`config.mk`:
```
export PLATFORM = sky130hd
export DESIGN_NAME = cpu_sequencer_flat
export DESIGN_NICKNAME = d
export VERILOG_FILES = /design/src/rtl/cpu_seq_if.sv /design/src/rtl/cpu_sequencer.sv /design/src/flat_wrapper.sv
export SDC_FILE = /design/constraint.sdc
export NUM_CORES = 1
export LEC_CHECK = 0
export CAP_MARGIN = 20
export CORE_MARGIN = 2
export CORE_UTILIZATION = 48
export DETAILED_ROUTE_END_ITERATION = 7
export GPL_TIMING_DRIVEN = 0
export PLACE_DENSITY = 0.78
export SYNTH_ARGS = -nofsm -noshare
export SYNTH_HDL_FRONTEND = slang
export SYNTH_SLANG_ARGS = --single-unit
```
`constraint.sdc`:
```
create_clock -name clk -period 1.8 [get_ports clk]
set_input_delay 0.36 -clock clk [delete_from_list [all_inputs] [get_ports clk]]
set_output_delay 0.36 -clock clk [all_outputs]
set_load 0.005 [all_outputs]
```
`src/rtl/cpu_seq_if.sv`:
```
// cpu_seq_if: control bus between the CPU sequencer and the datapath.
//   master modport : sequencer side (samples run/opcode/mem_ready, drives strobes)
//   slave  modport : datapath side
// Signals: run, opcode[2:0], mem_ready -> sequencer
//          pc_en, ir_load, rf_rd_en, alu_en, alu_op[2:0], mem_req, mem_we,
//          rf_we, wb_sel, halted, mem_err, instr_count[CNT_W-1:0] <- sequencer
interface cpu_seq_if #(parameter int CNT_W = 16);
  logic             run;
  logic [2:0]       opcode;
  logic             mem_ready;
  logic             pc_en;
  logic             ir_load;
  logic             rf_rd_en;
  logic             alu_en;
  logic [2:0]       alu_op;
  logic             mem_req;
  logic             mem_we;
  logic             rf_we;
  logic             wb_sel;
  logic             halted;
  logic             mem_err;
  logic [CNT_W-1:0] instr_count;

  modport master (
    input  run, opcode, mem_ready,
    output pc_en, ir_load, rf_rd_en, alu_en, alu_op, mem_req, mem_we,
           rf_we, wb_sel, halted, mem_err, instr_count
  );

  modport slave (
    output run, opcode, mem_ready,
    input  pc_en, ir_load, rf_rd_en, alu_en, alu_op, mem_req, mem_we,
           rf_we, wb_sel, halted, mem_err, instr_count
  );
endinterface

```
`src/rtl/cpu_sequencer.sv`:
```
// cpu_sequencer: multi-cycle control FSM (IDLE/FETCH/DECODE/EXEC/MEM/WB/HALT)
// for the single-issue CPU. Drives datapath enables, waits on the data-memory
// ready handshake and counts retired instructions.
// Ports:
//   clk    - clock, posedge
//   rst_n  - asynchronous active-low reset
//   bus    - cpu_seq_if.master control bus (inputs run/opcode/mem_ready,
//            all strobes, halted, mem_err, instr_count)
// Parameters: CNT_W (instr_count width), MEM_TIMEOUT (MEM wait limit).
// Optional feature macro: CPU_SEQ_TIMEOUT_EN enables the MEM-stage timeout
// fault; without it MEM waits forever and mem_err is tied low.
module cpu_sequencer #(
  parameter int CNT_W       = 16,
  parameter int MEM_TIMEOUT = 15
) (
  input  logic     clk,
  input  logic     rst_n,
  cpu_seq_if.master bus
);
  typedef enum logic [2:0] {
    S_IDLE, S_FETCH, S_DECODE, S_EXEC, S_MEM, S_WB, S_HALT
  } state_t;

  localparam logic [2:0] OP_NOP  = 3'd0;
  localparam logic [2:0] OP_LW   = 3'd5;
  localparam logic [2:0] OP_SW   = 3'd6;
  localparam logic [2:0] OP_HALT = 3'd7;

  state_t           r_state, w_nxt;
  logic [2:0]       r_op, w_nxt_op;
  logic             w_retire, w_fault;
  logic [CNT_W-1:0] r_cnt;
  logic r_pc_en, r_ir_load, r_rf_rd_en, r_alu_en, r_mem_req, r_mem_we;
  logic r_rf_we, r_wb_sel, r_halted;

`ifdef CPU_SEQ_TIMEOUT_EN
  localparam int WT_W = $clog2(MEM_TIMEOUT + 1);
  logic [WT_W-1:0] r_wait;
  logic            r_mem_err;
  // Fault on the MEM cycle that would bring the wait count up to MEM_TIMEOUT.
  assign w_fault = (r_state == S_MEM) && !bus.mem_ready &&
                   (r_wait == WT_W'(MEM_TIMEOUT - 1));
  assign bus.mem_err = r_mem_err;
`else
  logic w_unused_cfg;
  assign w_unused_cfg = (MEM_TIMEOUT > 0);
  assign w_fault      = 1'b0;
  assign bus.mem_err  = 1'b0;
`endif

  always_comb begin
    w_nxt    = r_state;
    w_nxt_op = r_op;
    w_retire = 1'b0;
    case (r_state)
      S_IDLE:   if (bus.run) w_nxt = S_FETCH;
      S_FETCH:  w_nxt = S_DECODE;
      S_DECODE: begin
        w_nxt_op = bus.opcode;
        case (bus.opcode)
          OP_NOP:  w_retire = 1'b1;
          OP_HALT: w_nxt    = S_HALT;
          default: w_nxt    = S_EXEC;
        endcase
      end
      S_EXEC:   w_nxt = (r_op == OP_LW || r_op == OP_SW) ? S_MEM : S_WB;
      S_MEM: begin
        if (w_fault)            w_nxt = S_HALT;
        else if (bus.mem_ready) begin
          if (r_op == OP_SW) w_retire = 1'b1;
          else               w_nxt    = S_WB;
        end
      end
      S_WB:     w_retire = 1'b1;
      S_HALT:   w_nxt = S_HALT;
      default:  w_nxt = S_IDLE;
    endcase
    // run is only looked at when an instruction leaves the pipe.
    if (w_retire) w_nxt = bus.run ? S_FETCH : S_IDLE;
  end

  // Strobes are registered from the next state, so each one is a pure
  // function of the state/op_q it is valid in.
  always_ff @(posedge clk or negedge rst_n) begin
    if (!rst_n) begin
      r_state    <= S_IDLE;
      r_op       <= OP_NOP;
      r_cnt      <= '0;
      r_pc_en    <= 1'b0;
      r_ir_load  <= 1'b0;
      r_rf_rd_en <= 1'b0;
      r_alu_en   <= 1'b0;
      r_mem_req  <= 1'b0;
      r_mem_we   <= 1'b0;
      r_rf_we    <= 1'b0;
      r_wb_sel   <= 1'b0;
      r_halted   <= 1'b0;
`ifdef CPU_SEQ_TIMEOUT_EN
      r_wait     <= '0;
      r_mem_err  <= 1'b0;
`endif
    end else begin
      r_state    <= w_nxt;
      r_op       <= w_nxt_op;
      if (w_retire) r_cnt <= r_cnt + 1'b1;
      r_pc_en    <= (w_nxt == S_FETCH);
      r_ir_load  <= (w_nxt == S_FETCH);
      r_rf_rd_en <= (w_nxt == S_DECODE);
      r_alu_en   <= (w_nxt == S_EXEC);
      r_mem_req  <= (w_nxt == S_MEM);
      r_mem_we   <= (w_nxt == S_MEM) && (w_nxt_op == OP_SW);
      r_rf_we    <= (w_nxt == S_WB);
      r_wb_sel   <= (w_nxt == S_WB) && (w_nxt_op == OP_LW);
      r_halted   <= (w_nxt == S_HALT);
`ifdef CPU_SEQ_TIMEOUT_EN
      if (w_nxt == S_MEM && r_state != S_MEM) r_wait <= '0;
      else if (r_state == S_MEM && !bus.mem_ready) r_wait <= r_wait + 1'b1;
      if (w_fault) r_mem_err <= 1'b1;
`endif
    end
  end

  assign bus.pc_en       = r_pc_en;
  assign bus.ir_load     = r_ir_load;
  assign bus.rf_rd_en    = r_rf_rd_en;
  assign bus.alu_en      = r_alu_en;
  assign bus.alu_op      = r_op;
  assign bus.mem_req     = r_mem_req;
  assign bus.mem_we      = r_mem_we;
  assign bus.rf_we       = r_rf_we;
  assign bus.wb_sel      = r_wb_sel;
  assign bus.halted      = r_halted;
  assign bus.instr_count = r_cnt;
endmodule

```
`src/flat_wrapper.sv`:
```
// flat-port wrapper written by rule: the top's interface ports become plain ports
module cpu_sequencer_flat 
#(
  parameter int CNT_W       = 16,
  parameter int MEM_TIMEOUT = 15
)
  (clk, rst_n, bus_run, bus_opcode, bus_mem_ready, bus_pc_en, bus_ir_load, bus_rf_rd_en, bus_alu_en, bus_alu_op, bus_mem_req, bus_mem_we, bus_rf_we, bus_wb_sel, bus_halted, bus_mem_err, bus_instr_count);
  cpu_seq_if #(.CNT_W(CNT_W)) bus_i ();
  input  logic clk;
  input  logic rst_n;
  input wire logic [$bits(bus_i.run)-1:0] bus_run;
  input wire logic [$bits(bus_i.opcode)-1:0] bus_opcode;
  input wire logic [$bits(bus_i.mem_ready)-1:0] bus_mem_ready;
  output wire logic [$bits(bus_i.pc_en)-1:0] bus_pc_en;
  output wire logic [$bits(bus_i.ir_load)-1:0] bus_ir_load;
  output wire logic [$bits(bus_i.rf_rd_en)-1:0] bus_rf_rd_en;
  output wire logic [$bits(bus_i.alu_en)-1:0] bus_alu_en;
  output wire logic [$bits(bus_i.alu_op)-1:0] bus_alu_op;
  output wire logic [$bits(bus_i.mem_req)-1:0] bus_mem_req;
  output wire logic [$bits(bus_i.mem_we)-1:0] bus_mem_we;
  output wire logic [$bits(bus_i.rf_we)-1:0] bus_rf_we;
  output wire logic [$bits(bus_i.wb_sel)-1:0] bus_wb_sel;
  output wire logic [$bits(bus_i.halted)-1:0] bus_halted;
  output wire logic [$bits(bus_i.mem_err)-1:0] bus_mem_err;
  output wire logic [$bits(bus_i.instr_count)-1:0] bus_instr_count;
  assign bus_i.run = bus_run;
  assign bus_i.opcode = bus_opcode;
  assign bus_i.mem_ready = bus_mem_ready;
  assign bus_pc_en = bus_i.pc_en;
  assign bus_ir_load = bus_i.ir_load;
  assign bus_rf_rd_en = bus_i.rf_rd_en;
  assign bus_alu_en = bus_i.alu_en;
  assign bus_alu_op = bus_i.alu_op;
  assign bus_mem_req = bus_i.mem_req;
  assign bus_mem_we = bus_i.mem_we;
  assign bus_rf_we = bus_i.rf_we;
  assign bus_wb_sel = bus_i.wb_sel;
  assign bus_halted = bus_i.halted;
  assign bus_mem_err = bus_i.mem_err;
  assign bus_instr_count = bus_i.instr_count;
  cpu_sequencer #(.CNT_W(CNT_W), .MEM_TIMEOUT(MEM_TIMEOUT)) u_core (.clk(clk), .rst_n(rst_n), .bus(bus_i));
endmodule
```
Yosys cells after proc, flatten, opt, wreduce, memory -nomap -nowiden
Cells that the tools add are included.
Widths: inputs -> output; s select.
{"block": "op_classes", "n_addsub": 1, "eq_ne": 17, "n_mux": 13, "n_reduce_logical": 5}
{"cell": "$eq 3x3->1 const B", "count": 11}
{"cell": "$pmux 3 s7", "count": 1}
{"cell": "$add 16x1->16 const B", "count": 1}
{"cell": "$mux 3", "count": 5}
{"cell": "$eq 3x2->1 const B", "count": 4}
{"cell": "$eq 3x1->1 const B", "count": 2}
{"cell": "$logic_not 3->1", "count": 2}
{"cell": "$pmux 3 s2", "count": 1}
{"cell": "$mux 1", "count": 5}
{"cell": "$pmux 1 s3", "count": 1}
{"cell": "$logic_and 1x1->1", "count": 2}
{"cell": "$logic_or 1x1->1", "count": 1}
{"block": "totals", "ff_bits": 30, "inputBits": 7}

Longest topological paths before layout
{"block": "depth", "ltp_word": 7, "mapped_depth": 6}

Least setup slack after synthesis
Ideal clock, no wire load.
{"block": "synth_path", "path_type": "input-to-reg", "start": "input bus_opcode[1]", "end": "register u_core.r_cnt[1] (netlist: u_core.bus.instr_count[1])", "setup_ps": 125, "arrival_ps": 1580, "required_time_ps": 1675, "path_slack_ps": 95, "stages": 5, "path_buffers": 1, "cell_sequence": "or3_1 nand2b_4 buf_2 nand2_1 mux2_2"}
{"block": "synth_via", "elab_chain_cells": 3}
{"item": "start, declared", "line_no": "flat_wrapper.sv:12", "source": "input wire logic [$bits(bus_i.opcode)-1:0] bus_opcode;"}
{"item": "$logic_not 3->1", "line_no": "cpu_sequencer.sv:60", "source": "case (bus.opcode)"}
{"item": "$mux 1", "line_no": "cpu_sequencer.sv:60"}
{"item": "$pmux 1 s3", "line_no": "cpu_sequencer.sv:55", "source": "case (r_state)"}
{"item": "end signal, assigned", "line_no": "cpu_sequencer.sv:105", "source": "if (w_retire) r_cnt <= r_cnt + 1'b1;"}
{"item": "end, declared", "line_no": "cpu_sequencer.sv:32", "source": "logic [CNT_W-1:0] r_cnt;"}
No other way between the ends.
A chain may end at the register's enable or synchronous reset.

Worst setup path after layout
{"block": "layout_path", "start": "input bus_opcode[1]", "end": "register u_core.r_cnt[7] (netlist: u_core.bus.instr_count[7])"}
The elaborated chain is that of the path after synthesis.

==> results.py <==
metrics = {
    "timing": {
        "setup_slack_ns": 0.0164,
        "timing.clock.skew_ns": 0.0115,
        "total_count_of_hold_check_failures_in_the_final_report": 0,
        "setup_viol": 0,
        "period_needed_ns": 1.78,
        "timing_worst_slew_pin_value_ns": 0.738,
        "max_clock_freq_mhz": 561,
        "fin_crit_sh_pct": 99.1,
        "relSlewSlack_pct": 50.7,
        "report.final.slew_viol_count": 0,
        "setup_repair_after_global_routing_missed_its_margin": "yes",
        "summed_negative_setup_slack_over_all_endpoints_ns": 0,
    },
    "synthesis": {
        "post_synth.cell_area_avg_um2": 11.7,
        "syn-num-nets": 130,
        "post_synth_num_cell_types": 35,
        "synthesis_warnings": 0,
        "synth.yosys.seq_area_share_pct": 52.8,
        "synthCells": 122,
        "synth_async_reset_ratio_pct": 100,
        "yosys_register_bits": 30,
        "synth_ff_type": "sky130_fd_sc_hd__dfrtp_1",
        "synthesis.area_mm2": 0.00142,
        "synth_edf_count": 0,
    },
    "global_route": {
        "first_global_vias": 1100,
        "grt_util_met2_pct": 31.3,
        "grt.busiest_layer": "met2",
        "grt_max_degree": 17,
        "grt_antenna_before_repair": 0,
        "gr-usage-met1_pct": 27.0,
        "first_pass_grt_wire_length_um": 5150,
        "global_route.overflow_total": 0,
        "met3_usage_pct": 5.27,
        "track_usage_pct": 20.3,
    },
    "detailed_routing": {
        "post_drt_via_cell_ratio": 5.63,
        "post_drt_wl_per_cell_um": 16.6,
        "via_count": 1143,
        "detail-route-antenna-nets": 0,
        "detail_route.iter0.violations": 35,
        "wirelength_um": 3380,
        "post-route-drc-count": 0,
        "firstDrtPassIters": 4,
    },
    "cells_and_area": {
        "final_core_util_pct": 73.5,
        "layout-area-overhead-vs-synth_pct": 43.8,
        "final_layout_size_suffix_gt1_share_pct": 22.1,
        "nNetsFinal": 179,
        "antenna_cells_inserted": 0,
        "filler_cells_inserted": 185,
    },
    "cts": {
        "insertion_delay_ns": 0.33,
        "cts_inserted_buffers": 5,
        "clockRootBuffer": "sky130_fd_sc_hd__clkbuf_4",
        "clock_sinks": 30,
        "cts_tree": "done",
        "max-clock-path-buffers": 2,
        "cts_max_level": 2,
        "number_of_hold_repair_buffers_added_at_the_cts_stage": 0,
        "clkSlewWorstSetupHoldPaths_ns": 0.09,
    },
    "worst_setup_path": {
        "critical_path.endpoint_type": "register",
        "worst_ep_arrival_time_ns": 2.04,
        "regToRegSetupSlack_ns": 0.06,
        "regToRegEndpoint": "u_core.bus.instr_count[7]$_DFFE_PN0P_",
        "required_ns": 2.06,
        "critPathKind": "primary input to register",
        "start_kind": "primary input",
        "worst_r2r_startpoint": "u_core.r_state[1]$_DFF_PN0_",
        "critical_path.max_fanout": 7,
        "rr_worst_depth": 5,
    },
    "placement": {
        "globalplace.congestion": 0.866,
        "place_worst_setup_slack_ns": -0.527,
        "place_hpwl_um": 2100,
        "portBuffers": 34,
    },
    "power_and_ir_drop": {
        "share_clk_of_total_power_pct": 17.0,
        "worst_ir_drop_vdd_uv": 1020,
        "comb_power_share_pct": 42.5,
        "cellInternalPower_mw": 1.61,
        "pwr_density_cell_mw_per_mm2": 1210,
        "leakage_nw": 0.940,
        "power.switching_uw": 850,
        "switching_share_pct": 34.5,
        "share_of_power_burned_in_registers_pct": 40.5,
        "fin_total_pwr_mw": 2.46,
    },
    "die": {
        "chipWidth_um": 58.4,
        "core_area_mm2": 0.00278,
        "initial_utilization_pct": 51.1,
        "die_h_um": 58.4,
        "fp-row-count": 19,
        "floorplan_die_area_mm2": 0.00341,
        "io-pin-count": 36,
    },
    "min_path": {
        "worstHoldPathCells": 2,
        "hold_endpoint": "u_core.bus.alu_op[2]$_DFF_PN0_",
        "hp-start": "bus_opcode[2]",
        "class_of_the_most_critical_hold_timing_path": "primary input to register",
    },
    "flow_run": {
        "max_cap_viol": 0,
    },
    "run_status": {
        "run_status": "completed",
    },
}
==> power by group through the flow <==
stage	clock (mW)	combinational, mW	sequential [mW]
4_1_cts	0.426	0.946	0.992
5_1_grt	0.461	1.14	1.02
6_report	0.420	1.05	0.997
3_3_place_gp	0	0.879	0.995
3_5_place_dp	0	0.912	1.00
2_1_floorplan	0	0.473	0.995
==> worst max-delay path, cell delays in order <==
cell and delay (ns):
sky130_fd_sc_hd__clkdlybuf4s50_1 0.43, sky130_fd_sc_hd__or3_4 0.37, sky130_fd_sc_hd__nand2b_4 0.23, sky130_fd_sc_hd__a2111oi_2 0.46, sky130_fd_sc_hd__xor2_1 0.19
==> synthesized netlist by cell type (3+ instances only) <==
master | instances | share of area, %
sky130_fd_sc_hd__or3_1 | 3 | 1.3
sky130_fd_sc_hd__inv_1 | 4 | 1.1
sky130_fd_sc_hd__a211oi_1 | 4 | 2.1
sky130_fd_sc_hd__buf_2 | 4 | 1.4
sky130_fd_sc_hd__nand2_1 | 6 | 1.6
sky130_fd_sc_hd__nor2_1 | 3 | 0.79
sky130_fd_sc_hd__mux2_2 | 3 | 2.4
sky130_fd_sc_hd__dfrtp_1 | 30 | 53
sky130_fd_sc_hd__nand3_1 | 5 | 1.8
sky130_fd_sc_hd__nand4_1 | 3 | 1.3
sky130_fd_sc_hd__and4_1 | 3 | 1.8
sky130_fd_sc_hd__o21a_1 | 3 | 1.6
sky130_fd_sc_hd__a21oi_1 | 6 | 2.1
sky130_fd_sc_hd__xor2_1 | 13 | 8.0
sky130_fd_sc_hd__a2111oi_1 | 3 | 2.1
sky130_fd_sc_hd__and3_1 | 3 | 1.3
==> cells in the final DEF, fill, tap and decap left out, types with 2 or more instances in the layout <==
cell type / count
sky130_fd_sc_hd__or3_1: 2
sky130_fd_sc_hd__and4_1: 3
sky130_fd_sc_hd__nor2_1: 3
sky130_fd_sc_hd__nand3_1: 5
sky130_fd_sc_hd__a21boi_1: 2
sky130_fd_sc_hd__dlymetal6s2s_1: 2
sky130_fd_sc_hd__dfrtp_1: 30
sky130_fd_sc_hd__nand2b_1: 2
sky130_fd_sc_hd__xnor2_1: 2
sky130_fd_sc_hd__inv_1: 4
sky130_fd_sc_hd__nor3b_1: 2
sky130_fd_sc_hd__clkbuf_4: 5
sky130_fd_sc_hd__a211oi_2: 4
sky130_fd_sc_hd__buf_2: 2
sky130_fd_sc_hd__nand3b_1: 2
sky130_fd_sc_hd__a21oi_1: 6
sky130_fd_sc_hd__o21a_1: 3
sky130_fd_sc_hd__buf_4: 9
sky130_fd_sc_hd__nand4_1: 3
sky130_fd_sc_hd__xor2_1: 13
sky130_fd_sc_hd__and3_1: 3
sky130_fd_sc_hd__nand2_1: 5
sky130_fd_sc_hd__a2111oi_2: 4
sky130_fd_sc_hd__clkdlybuf4s50_1: 32
sky130_fd_sc_hd__mux2_2: 3
==> state kept, by name (all words and copies together), names as in the netlist <==
name / cells
u_core.bus.alu_en: 1
u_core.bus.alu_op: 3
u_core.bus.halted: 1
u_core.bus.instr_count: 16
u_core.bus.mem_req: 1
u_core.bus.mem_we: 1
u_core.bus.pc_en: 1
u_core.bus.rf_rd_en: 1
u_core.bus.rf_we: 1
u_core.bus.wb_sel: 1
u_core.r_state: 3
==> how the worst max path moves through the flow <==
stage	from	endpoint	slack, ns	depth (start not counted)
6_report	bus_opcode[1]	u_core.bus.instr_count[7]$_DFFE_PN0P_	0.02	5
5_1_grt	bus_opcode[1]	u_core.bus.instr_count[7]$_DFFE_PN0P_	-0.07	5
4_1_cts	bus_opcode[1]	u_core.bus.instr_count[13]$_DFFE_PN0P_	-0.05	5
3_5_place_dp	bus_opcode[1]	u_core.bus.instr_count[1]$_DFFE_PN0P_	-0.53	6
3_3_place_gp	bus_opcode[1]	u_core.bus.instr_count[1]$_DFFE_PN0P_	-0.50	6
2_1_floorplan	bus_opcode[1]	u_core.bus.instr_count[1]$_DFFE_PN0P_	0.1	5
==> stage by stage <==
step                hold slack [ns]  area, um2  instances
floorplan                    0.0644       1420        122
global placement              0.454       1800        187
detailed placement            0.460       1830        188
CTS                           0.473       1920        196
global route                  0.337       2040        203
finish                        0.354       2040        203
==> area by class of cell <==
cell class | instances | area, um2 | area share, %
Timing Repair Buffer | 42 | 443 | 21.7
Tap cell | 31 | 38.8 | 1.90
Clock buffer | 7 | 55.1 | 2.69
Buffer | 6 | 47.5 | 2.33
Sequential cell | 30 | 751 | 36.7
Clock inverter | 1 | 5.00 | 0.245
Multi-Input combinational cell | 82 | 688 | 33.7
Inverter | 4 | 15.0 | 0.735
==> layer usage <==
| layer | vias to the layer above | share of wire, % | wire [um] |
|---|---|---|---|
| met2 | 36 | 51 | 1730 |
| met5 | - | 0 | 0 |
| met3 | 7 | 4.2 | 143 |
| met4 | 0 | 1.6 | 55 |
| li1 | 539 | - | - |
| met1 | 561 | 43 | 1450 |
==> logic make-up after synthesis <==
| logic type | after synthesis | synth area share (%) |
|---|---|---|
| and+or+nand+nor | 36 | 16.4 |
| DFF | 30 | 52.8 |
| AOI/OAI and AO/OA | 26 | 14.5 |
| xor gates and xnor gates | 15 | 9.24 |
| buffers and inverters | 10 | 3.52 |
| muxes | 3 | 2.38 |
| adders and majority gates | 1 | 0.880 |
| other | 1 | 0.264 |
==> timing repair <==
item,4_1_cts,5_1_grt
endpoints found under the setup margin,10,12
cloned,0,1
buffers inserted,0,6
pin swaps,0,5
gates resized for setup,6,13
No activity file was read; power rests on OpenSTA's default activity.
